**src/rtl/wrr_stream_arbiter.sv**
```systemverilog
// ---------------------------------------------------------------------------
// wrr_stream_arbiter
//
// Weighted round-robin arbiter that shares one valid/ready stream sink
// between NUM_REQ packet sources. Whole packets are granted, as marked by the
// last flag, so beats of different packets are never interleaved. Requester k
// may send up to weight_i[k] consecutive packets per turn. A weight of 0 is
// treated as 1. The rotation looks ahead to the next valid requester, so
// back-to-back single-beat packets flow one per cycle with no bubble.
//
// Handshake: a beat transfers on a rising clk_i edge where valid && ready.
// A source holds valid and its payload stable until it is accepted, and
// ready never depends on a beat's payload.
//
// Ports:
//   clk_i        clock
//   rst_ni       asynchronous active-low reset
//   flush_i      synchronous clear of all arbiter state (wins over all else)
//   weight_i     packets per turn, slice k for requester k
//   req_valid_i  per-requester beat valid
//   req_data_i   per-requester payload, slice k
//   req_last_i   per-requester last-beat-of-packet flag
//   req_ready_o  per-requester ready (only the grantee can see ready)
//   gnt_valid_o  output beat valid
//   gnt_data_o   muxed payload of the grantee
//   gnt_last_o   muxed last flag of the grantee
//   gnt_idx_o    index of the current grantee
//   gnt_ready_i  sink ready
//   pkt_cnt_o    (only with WRR_ARB_PKT_CNT_EN) saturating per-requester
//                count of completed packets, 16 bits per slice
//
// Optional feature macro: WRR_ARB_PKT_CNT_EN
// ---------------------------------------------------------------------------
module wrr_stream_arbiter #(
  parameter int NUM_REQ      = 4,
  parameter int DATA_WIDTH   = 32,
  parameter int WEIGHT_WIDTH = 4
) (
  input  logic                             clk_i,
  input  logic                             rst_ni,
  input  logic                             flush_i,
  input  logic [NUM_REQ*WEIGHT_WIDTH-1:0]  weight_i,
  input  logic [NUM_REQ-1:0]               req_valid_i,
  input  logic [NUM_REQ*DATA_WIDTH-1:0]    req_data_i,
  input  logic [NUM_REQ-1:0]               req_last_i,
  output logic [NUM_REQ-1:0]               req_ready_o,
  output logic                             gnt_valid_o,
  output logic [DATA_WIDTH-1:0]            gnt_data_o,
  output logic                             gnt_last_o,
  output logic [$clog2(NUM_REQ)-1:0]       gnt_idx_o,
  input  logic                             gnt_ready_i
`ifdef WRR_ARB_PKT_CNT_EN
  ,
  output logic [NUM_REQ*16-1:0]            pkt_cnt_o
`endif
);

  localparam int IDX_W = $clog2(NUM_REQ);

  typedef enum logic {
    IDLE  = 1'b0,
    BURST = 1'b1
  } state_e;

  // All control state lives in one struct so it can be observed as a unit.
  typedef struct packed {
    state_e                  state;
    logic [IDX_W-1:0]        sel;     // locked / bursting grantee
    logic [IDX_W-1:0]        rr;      // requester whose turn is current/last
    logic [WEIGHT_WIDTH-1:0] credit;  // packets left in the current turn
    logic                    lock;    // offered beat stalled in IDLE
  } ctrl_t;

  // rr starts at NUM_REQ-1 so that index 0 is searched first.
  localparam ctrl_t CTRL_RST = '{
    state:  IDLE,
    sel:    '0,
    rr:     IDX_W'(NUM_REQ - 1),
    credit: '0,
    lock:   1'b0
  };

  ctrl_t                   ctrl_q;
  ctrl_t                   ctrl_d;
  logic [IDX_W-1:0]        sel;
  logic [IDX_W-1:0]        scan_idx;
  logic [IDX_W-1:0]        cand;
  logic                    scan_hit;
  logic                    hs;
  logic                    pkt_end;
  logic [WEIGHT_WIDTH-1:0] sel_weight;

  // -------------------------------------------------------------------------
  // State register
  // -------------------------------------------------------------------------
  always_ff @(posedge clk_i or negedge rst_ni) begin
    if (!rst_ni) begin
      ctrl_q <= CTRL_RST;
    end else begin
      ctrl_q <= ctrl_d;
    end
  end

  // -------------------------------------------------------------------------
  // Lookahead scan: first valid requester strictly after rr, wrapping, with
  // rr itself as the last candidate. Falls back to the stored grantee when
  // nothing is valid so the idle output mux stays put.
  // -------------------------------------------------------------------------
  always_comb begin
    scan_hit = 1'b0;
    scan_idx = ctrl_q.sel;
    cand     = '0;
    for (int i = 1; i <= NUM_REQ; i++) begin
      cand = IDX_W'((int'(ctrl_q.rr) + i) % NUM_REQ);
      if (!scan_hit && req_valid_i[cand]) begin
        scan_hit = 1'b1;
        scan_idx = cand;
      end
    end
  end

  // -------------------------------------------------------------------------
  // Output logic: grantee selection and the zero-latency stream mux.
  // -------------------------------------------------------------------------
  always_comb begin
    if (!rst_ni) begin
      sel = '0;
    end else if (ctrl_q.state == BURST || ctrl_q.lock) begin
      sel = ctrl_q.sel;
    end else if (ctrl_q.credit != '0 && req_valid_i[ctrl_q.rr]) begin
      // Current turn still has credit and its owner is offering a packet.
      sel = ctrl_q.rr;
    end else begin
      sel = scan_idx;
    end

    gnt_idx_o   = sel;
    gnt_data_o  = req_data_i[sel*DATA_WIDTH +: DATA_WIDTH];
    gnt_last_o  = req_last_i[sel];
    gnt_valid_o = rst_ni && req_valid_i[sel];

    // In BURST the grant is held even across source bubbles.
    req_ready_o = '0;
    if (rst_ni && gnt_ready_i &&
        (ctrl_q.state == BURST || req_valid_i[sel])) begin
      req_ready_o[sel] = 1'b1;
    end
  end

  // -------------------------------------------------------------------------
  // Next-state logic
  // -------------------------------------------------------------------------
  always_comb begin
    ctrl_d     = ctrl_q;
    hs         = gnt_valid_o && gnt_ready_i;
    pkt_end    = hs && gnt_last_o;
    sel_weight = weight_i[sel*WEIGHT_WIDTH +: WEIGHT_WIDTH];

    if (flush_i) begin
      ctrl_d = CTRL_RST;
    end else begin
      unique case (ctrl_q.state)
        IDLE: begin
          if (hs) begin
            ctrl_d.lock = 1'b0;
            ctrl_d.sel  = sel;
            if (!gnt_last_o) begin
              ctrl_d.state = BURST;
            end
          end else if (gnt_valid_o) begin
            // Freeze the offered beat's owner until the sink takes it.
            ctrl_d.lock = 1'b1;
            ctrl_d.sel  = sel;
          end
        end
        BURST: begin
          if (pkt_end) begin
            ctrl_d.state = IDLE;
          end
        end
        default: ctrl_d = CTRL_RST;
      endcase

      // Packet-end accounting. A new turn reloads credit from the weight
      // sampled now, so weight changes only land at turn boundaries.
      if (pkt_end) begin
        if (sel != ctrl_q.rr || ctrl_q.credit == '0) begin
          ctrl_d.rr     = sel;
          ctrl_d.credit = (sel_weight == '0) ? '0 : sel_weight - 1'b1;
        end else begin
          ctrl_d.credit = ctrl_q.credit - 1'b1;
        end
      end
    end
  end

`ifdef WRR_ARB_PKT_CNT_EN
  // -------------------------------------------------------------------------
  // Completed-packet counters, saturating at 16'hFFFF.
  // -------------------------------------------------------------------------
  logic [NUM_REQ-1:0][15:0] pkt_cnt_q;

  always_ff @(posedge clk_i or negedge rst_ni) begin
    if (!rst_ni) begin
      pkt_cnt_q <= '0;
    end else if (flush_i) begin
      pkt_cnt_q <= '0;
    end else begin
      for (int k = 0; k < NUM_REQ; k++) begin
        if (pkt_end && sel == IDX_W'(k) && pkt_cnt_q[k] != 16'hFFFF) begin
          pkt_cnt_q[k] <= pkt_cnt_q[k] + 16'd1;
        end
      end
    end
  end

  assign pkt_cnt_o = pkt_cnt_q;
`endif

endmodule

```
**config.mk**
```make
export PLATFORM = sky130hd
export DESIGN_NAME = wrr_stream_arbiter
export DESIGN_NICKNAME = d
export VERILOG_FILES = /design/src/rtl/wrr_stream_arbiter.sv
export SDC_FILE = /design/constraint.sdc
export NUM_CORES = 1
export LEC_CHECK = 0
export BUFFER_PORTS_ARGS = -buffer_cell sky130_fd_sc_hd__buf_2
export CORE_UTILIZATION = 43
export DETAILED_ROUTE_END_ITERATION = 10
export HOLD_SLACK_MARGIN = 0.06
export PLACE_DENSITY = 0.88
export SLEW_MARGIN = 20
export SYNTH_ARGS = -nofsm -noshare
export SYNTH_HDL_FRONTEND = slang
export SYNTH_SLANG_ARGS = --single-unit
```
**constraint.sdc**
```tcl
create_clock -name clk_i -period 9.8 [get_ports clk_i]
set_input_delay 0.98 -clock clk_i [delete_from_list [all_inputs] [get_ports clk_i]]
set_output_delay 0.98 -clock clk_i [all_outputs]
set_load 0.05 [all_outputs]
```
**Yosys cells after proc, flatten, opt, wreduce, memory -nomap -nowiden**

Cells that the tools add are included.

- $add $sub $neg: 6
- $mul: 0
- Div/mod/pow operators: 0
- Order comparisons: 7
- Equal/unequal tests: 2
- Shifts and indexed selects: 2
- Muxes and demuxes: 42
- Bitwise operators: 1
- Reduce and logical (&&, ||, !) cells: 24

Operators by type and width:

| cell | number |
|---|---|
| $shiftx A128 B8 Y32 | 1 |
| $mux W2 | 11 |
| $lt A2 B3 Y1 const B | 6 |
| $mux W1 | 17 |
| $shiftx A16 B5 Y4 | 1 |
| $bmux W1 S2 | 7 |
| $mux W4 | 3 |
| $logic_and A1 B1 Y1 | 10 |
| $mux W10 | 1 |
| $logic_not A4 Y1 | 2 |
| $sub A4 B1 Y4 const B | 2 |
| $mux W6 | 1 |
| $add A2 B1 Y2 const B | 2 |
| $add A2 B2 Y2 const B | 2 |
| $reduce_and A2 Y1 | 2 |
| $reduce_bool A2 Y1 | 2 |
| $reduce_bool A4 Y1 | 1 |
| $logic_not A1 Y1 | 3 |
| $logic_or A1 B1 Y1 | 3 |
| $reduce_bool A3 Y1 | 1 |
| $demux W1 S2 | 1 |
| $ge A2 B1 Y1 const B | 1 |
| $ne A2 B2 Y1 | 1 |
| $ne A2 B2 Y1 const B | 1 |
| 2 further kinds | 2 |

- Register bits: 10
- Latch bits: 0
- Memory bits (writable): 0
- Memory bits (read-only): 0
- Input port bits: 156
- Logic and storage cells: 89
- Memories kept: 0

**Logic depth before layout (Yosys ltp)**

- Depth in word-level cells: 24
- Mapped depth: 16

**Worst setup path before layout**

Ideal clock, no wire load.

- Kind: input to output
- Start point: input port req_valid_i[0]
- End point: output port req_ready_o[0]
- Data arrival time: 4.096 ns
- Data required time: 8.820 ns
- Setup slack: 4.724 ns
- Stages on the path: 10
- Buffers on the path: 1
- Cell sequence: clkbuf_2 mux4_2 a2111oi_2 nor4_1 nor3b_2 or2_4 mux2i_1 mux2_4 a21oi_1 nor3b_1

- Longest elaborated chain between the ends: 20

Ends and longest elaborated chain:

| what | RTL line | text |
|---|---|---|
| start: declaration | 43 | `input logic [NUM_REQ-1:0] req_valid_i,` |
| $bmux W1 S2 | 115 | `if (!scan_hit && req_valid_i[cand]) begin` |
| $mux W1 (implied by the code) | 115 |  |
| $mux W1 | 115 |  |
| $logic_not A1 Y1 | 115 |  |
| $logic_and A1 B1 Y1 | 115 |  |
| $mux W1 | 115 |  |
| $logic_not A1 Y1 | 115 |  |
| $logic_and A1 B1 Y1 | 115 |  |
| [... 4 more ...] | -- |  |
| $mux W2 | 130 | `end else if (ctrl_q.credit != '0 && req_valid_i[ctrl_q.rr]) begin` |
| $mux W2 | 128 | `end else if (ctrl_q.state == BURST \|\| ctrl_q.lock) begin` |
| $mux W2 | 126 | `if (!rst_ni) begin` |
| $lt A2 B3 Y1 (implied by the code), or another cell as far along | 146 | `req_ready_o[sel] = 1'b1;` |
| $logic_and A1 B1 Y1 (implied by the code) or $mux W1 (tied branches) | 146, 145 |  |
| $mux W1 (implied by the code) or $logic_or A1 B1 Y1 (tied branches) | 146, 145 |  |
| $demux W1 S2 or $logic_and A1 B1 Y1 (tied branches) | 146, 144 |  |
| $mux W4 * | 144 | `if (rst_ni && gnt_ready_i &&` |
| end: declaration | 46 | `output logic [NUM_REQ-1:0] req_ready_o,` |

Mark *: on every way between the ends. The rest lies on a longest branch, timed or not. The select of a mux whose other input is x is not followed.

**Worst setup path after layout**

- Start point: input port req_valid_i[3]
- End point: output port gnt_last_o

- Longest elaborated chain between the ends: 17

Ends and longest elaborated chain:

| what | RTL line | text |
|---|---|---|
| $bmux W1 S2 | 115 |  |
| $mux W1 (implied by the code) | 115 |  |
| $mux W1 | 115 |  |
| $logic_not A1 Y1 | 115 |  |
| $logic_and A1 B1 Y1 | 115 |  |
| $mux W1 | 115 |  |
| $logic_not A1 Y1 | 115 |  |
| $logic_and A1 B1 Y1 | 115 |  |
| $mux W1 | 115 |  |
| $logic_not A1 Y1 | 115 |  |
| $logic_and A1 B1 Y1 | 115 |  |
| $mux W2 | 115 |  |
| $mux W2 * | 130 |  |
| $mux W2 * | 128 |  |
| $mux W2 * | 126 |  |
| $bmux W1 S2 * | 139 | `gnt_last_o = req_last_i[sel];` |
| $mux W1 (implied by the code) * | 139 |  |
| end: declaration | 49 | `output logic gnt_last_o,` |

Marks and branches as above.

==> out/summary.txt <==
STATUS
-------------------------------------------------------------------------------
Result of the run ................................................ complete, no violations

CLOCKING
-------------------------------------------------------------------------------
CTS Buf Count ....................................................            3
Post-CTS Setup Inserts ...........................................            0
Clock Sinks ......................................................           10
# resized after CTS ..............................................            0
CTS tree .........................................................         done
H-tree level count ...............................................            1
Root Buffer ...................................................... sky130_fd_sc_hd__clkbuf_8
Largest buffer count on any clock path ...........................            2
Latest clock arrival within the worst-skew pair ..................      0.24 ns
Clock slew at reported path FFs ..................................      0.05 ns
Number of buffers added to fix hold violations after cts .........            0

LAYOUT
-------------------------------------------------------------------------------
Fill cells .......................................................          504
Biggest registers after layout ...................................  ctrl_q (10)
Footprint of the flip-flops and latches ..........................    253 sq um
Register containing the most flip-flops in the final layout ......       ctrl_q
Leading cell types in the layout, fill and taps excluded ......... 195 x sky130_fd_sc_hd__buf_2, 174 x sky130_fd_sc_hd__nand2_1, 44 x sky130_fd_sc_hd__nor2_1
Final cell count without fillers .................................          648
Count of antenna diodes in the layout ............................            0
Most common cell after layout, fill and taps aside ............... sky130_fd_sc_hd__buf_2
Fraction of layout cells with a size suffix above 1 ..............        37.4%
Finished Core Util ...............................................        63.6%
Number of flip-flops under the largest register name .............           10
Final net count ..................................................          738
Footprint of the multi-input gates ...............................   1880 sq um
Layout Area Growth over Synthesis ................................        40.5%

SYNTHESIS
-------------------------------------------------------------------------------
Post-synthesis cell count ........................................          414
Share of flip-flops with an asynchronous set or reset ............         100%
Number of synthesized register bits ..............................           10
Synthesized area per cell ........................................   5.65 sq um
Post-Syn Nets ....................................................          573
Post-synthesis sequential area ratio .............................        10.8%
Yosys cell types .................................................           57
Yosys warns ......................................................            0
Count of flip-flops with a built-in enable after synthesis .......            0
Netlist area before placement ....................................   2340 sq um
Top FF cell, synth ............................................... sky130_fd_sc_hd__dfrtp_1

FLOORPLANNING
-------------------------------------------------------------------------------
Initial cell density of the core .................................        45.3%
Chip width .......................................................      75.8 um
Die area .........................................................   5740 sq um
Vertical die dimension ...........................................      75.8 um
Placeable core area ..............................................   5170 sq um
Top-Level Pins ...................................................          196
Row count ........................................................           26

PLACED DESIGN
-------------------------------------------------------------------------------
Final Wtd Congestion .............................................        0.856
HPWL Detailed ....................................................      6.26 mm
Placed insts .....................................................          644
Port Buffer Count ................................................          195

WORST SETUP PATH
-------------------------------------------------------------------------------
Capturing instance or port of the critical path ..................   gnt_last_o
Critical Path End Type ........................................... primary output
Top fanout value on the critical path ............................           76
Slack of the worst reg-to-reg path ...............................      4.64 ns
Category of the most critical setup path .........................       in2out
Launching point of the worst reg2reg path ........................    ctrl_q[1]
Capture point of the worst reg-to-reg path .......................    ctrl_q[1]
Launch point of the critical path ................................ req_valid_i[3]
Kind of start point of the critical path ......................... primary input
Crit path DAT ....................................................      4.64 ns
Worst Path Required ..............................................      8.82 ns
Worst r2r path cells .............................................           13

DRT
-------------------------------------------------------------------------------
Detailed Route WL ................................................      8.32 mm
M1 WL ............................................................      3.50 mm
Detailed-route wire length per cell ..............................      12.8 um
Topmost layer with routed signal wires ...........................         met4
Post-route DRC violation count ...................................            0
Violation count after the first detailed-routing iteration .......          195
Detailed-routing iteration count for the pre-antenna-repair pass .            5
Post-detailed-route via-to-cell ratio ............................         5.29
Vias after detailed routing ......................................         3429
Total length of routed met2 wires ................................      4.04 mm
Detail Route met3 WL .............................................       667 um
Number of nets with antenna violations after routing .............            0

STA
-------------------------------------------------------------------------------
Setup repair after global routing missed its margin ..............           no
Final period utilization .........................................        57.4%
Least-Margin Pin Slew ............................................     0.986 ns
Final setup vio count ............................................            0
Worst setup skew after layout ....................................   0.00163 ns
Max Slew Vio Count ...............................................            0
Endpoints failing hold ...........................................            0
Max-slew headroom ................................................        34.3%
Fin crit period ..................................................      5.62 ns
Achievable Freq ..................................................      178 MHz
Setup Total Neg Slack ............................................         0 ns

POWER AND IR DROP
-------------------------------------------------------------------------------
Comb power frac ..................................................        78.3%
Reg power frac ...................................................        10.4%
Static leakage ...................................................      1.82 nW
Share of total power in the clock network ........................        11.2%
Maximum VDD drop .................................................    0.0788 mV
Switching portion of total power .................................        60.4%
Switching power ..................................................       285 uW
Total power per unit cell area ...................................  144 nW/um^2
Internal Dissipation .............................................       187 uW

GLOBAL ROUTE
-------------------------------------------------------------------------------
Antenna violations before repair .................................            0
Combined global-route utilization of all metal layers ............        25.6%
Via count of the first global-routing pass .......................         2659
Pin count of the biggest net entering global routing .............           85
First-pass GRT wire length .......................................      11.5 mm
Residual overflow from global routing ............................            0

FLOW RUN
-------------------------------------------------------------------------------
Max capacitance violation total ..................................            0

HOLD PATH
-------------------------------------------------------------------------------
Class of the worst hold path .....................................      reg2reg

layout make-up:
cell class	instances	share of cell area (%)
Multi-Input combinational cell	359	57.1
Timing Repair Buffer	195	29.7
Sequential cell	10	7.68
Tap cell	70	2.66
Clock buffer	4	1.67
Inverter	10	1.18
synth_stat cells, types with 3 or more instances:
cell type	instances	area, sq um
sky130_fd_sc_hd__nor2_1	44	165
sky130_fd_sc_hd__nand2b_1	4	25.0
sky130_fd_sc_hd__buf_6	3	33.8
sky130_fd_sc_hd__ha_1	3	37.5
sky130_fd_sc_hd__and3_1	5	31.3
sky130_fd_sc_hd__buf_2	7	35.0
sky130_fd_sc_hd__o21ai_0	7	35.0
sky130_fd_sc_hd__a31oi_1	36	225
sky130_fd_sc_hd__a21oi_1	8	40.0
sky130_fd_sc_hd__nor3b_1	4	30.0
sky130_fd_sc_hd__nand3_1	9	45.0
sky130_fd_sc_hd__clkbuf_1	21	78.8
sky130_fd_sc_hd__o211ai_1	3	22.5
sky130_fd_sc_hd__nor3_1	6	30.0
sky130_fd_sc_hd__mux2i_1	10	100
sky130_fd_sc_hd__nand2_1	174	653
sky130_fd_sc_hd__dfrtp_1	8	200
sky130_fd_sc_hd__inv_1	9	33.8
power groups by stage:
stage,sequential [mW],clock (mW),combinational [mW]
floorplan,0.0466,0,0.287
global placement,0.0496,0,0.362
detailed placement,0.0499,0,0.367
CTS,0.0493,0.0539,0.368
global route,0.0499,0.0566,0.400
finish,0.0493,0.0530,0.370
metrics by stage:
| step | total power [mW] | setup WS (ns) | hold slack, ns | cell area (sq um) |
|---|---|---|---|---|
| after global routing | 0.507 | 3.89 | 0.574 | 3290 |
| after global placement | 0.412 | 4.48 | 0.505 | 3230 |
| after CTS | 0.472 | 4.34 | 0.546 | 3290 |
| final | 0.472 | 4.18 | 0.541 | 3290 |
| after detailed placement | 0.417 | 4.35 | 0.535 | 3230 |
| after floorplan | 0.333 | 4.72 | 0.486 | 2340 |
kinds of logic after synthesis:
| family | after synthesis | share of synthesized area, % |
|---|---|---|
| compound gates | 75 | 22.2 |
| xor+xnor | 3 | 1.12 |
| fa+ha+maj | 3 | 1.60 |
| buf+inv | 45 | 8.92 |
| flops | 10 | 10.8 |
| mux | 14 | 6.84 |
| simple gates | 264 | 48.5 |
worst min-delay path by stage:
stage | from | endpoint | slack, ns | cells after the start
global placement | ctrl_q[8] | ctrl_q[8] | 0.50 | 2
global route | ctrl_q[8] | ctrl_q[8] | 0.57 | 2
floorplan | ctrl_q[8] | ctrl_q[8] | 0.49 | 2
finish | ctrl_q[8] | ctrl_q[8] | 0.54 | 2
CTS | ctrl_q[2] | ctrl_q[2] | 0.55 | 2
detailed placement | ctrl_q[8] | ctrl_q[8] | 0.53 | 2
critical path, stage by stage:
cell and delay [ns]:
sky130_fd_sc_hd__buf_2 0.20, sky130_fd_sc_hd__nor4b_1 0.09, sky130_fd_sc_hd__a221o_1 0.40, sky130_fd_sc_hd__a41o_1 0.25
sky130_fd_sc_hd__a41o_2 0.28, sky130_fd_sc_hd__nand2_4 0.52, sky130_fd_sc_hd__clkinv_2 0.96, sky130_fd_sc_hd__mux2i_1 0.32
sky130_fd_sc_hd__mux2i_1 0.29, sky130_fd_sc_hd__buf_2 0.32
layer usage:
metal | up-vias | global-route usage, %
met2 | 183 | 46.1
met1 | 1500 | 31.4
li1 | 1734 | -
met3 | 12 | 3.57
met4 | 0 | 8.02
met5 | - | 0
(Power assumes the default switching activity.)
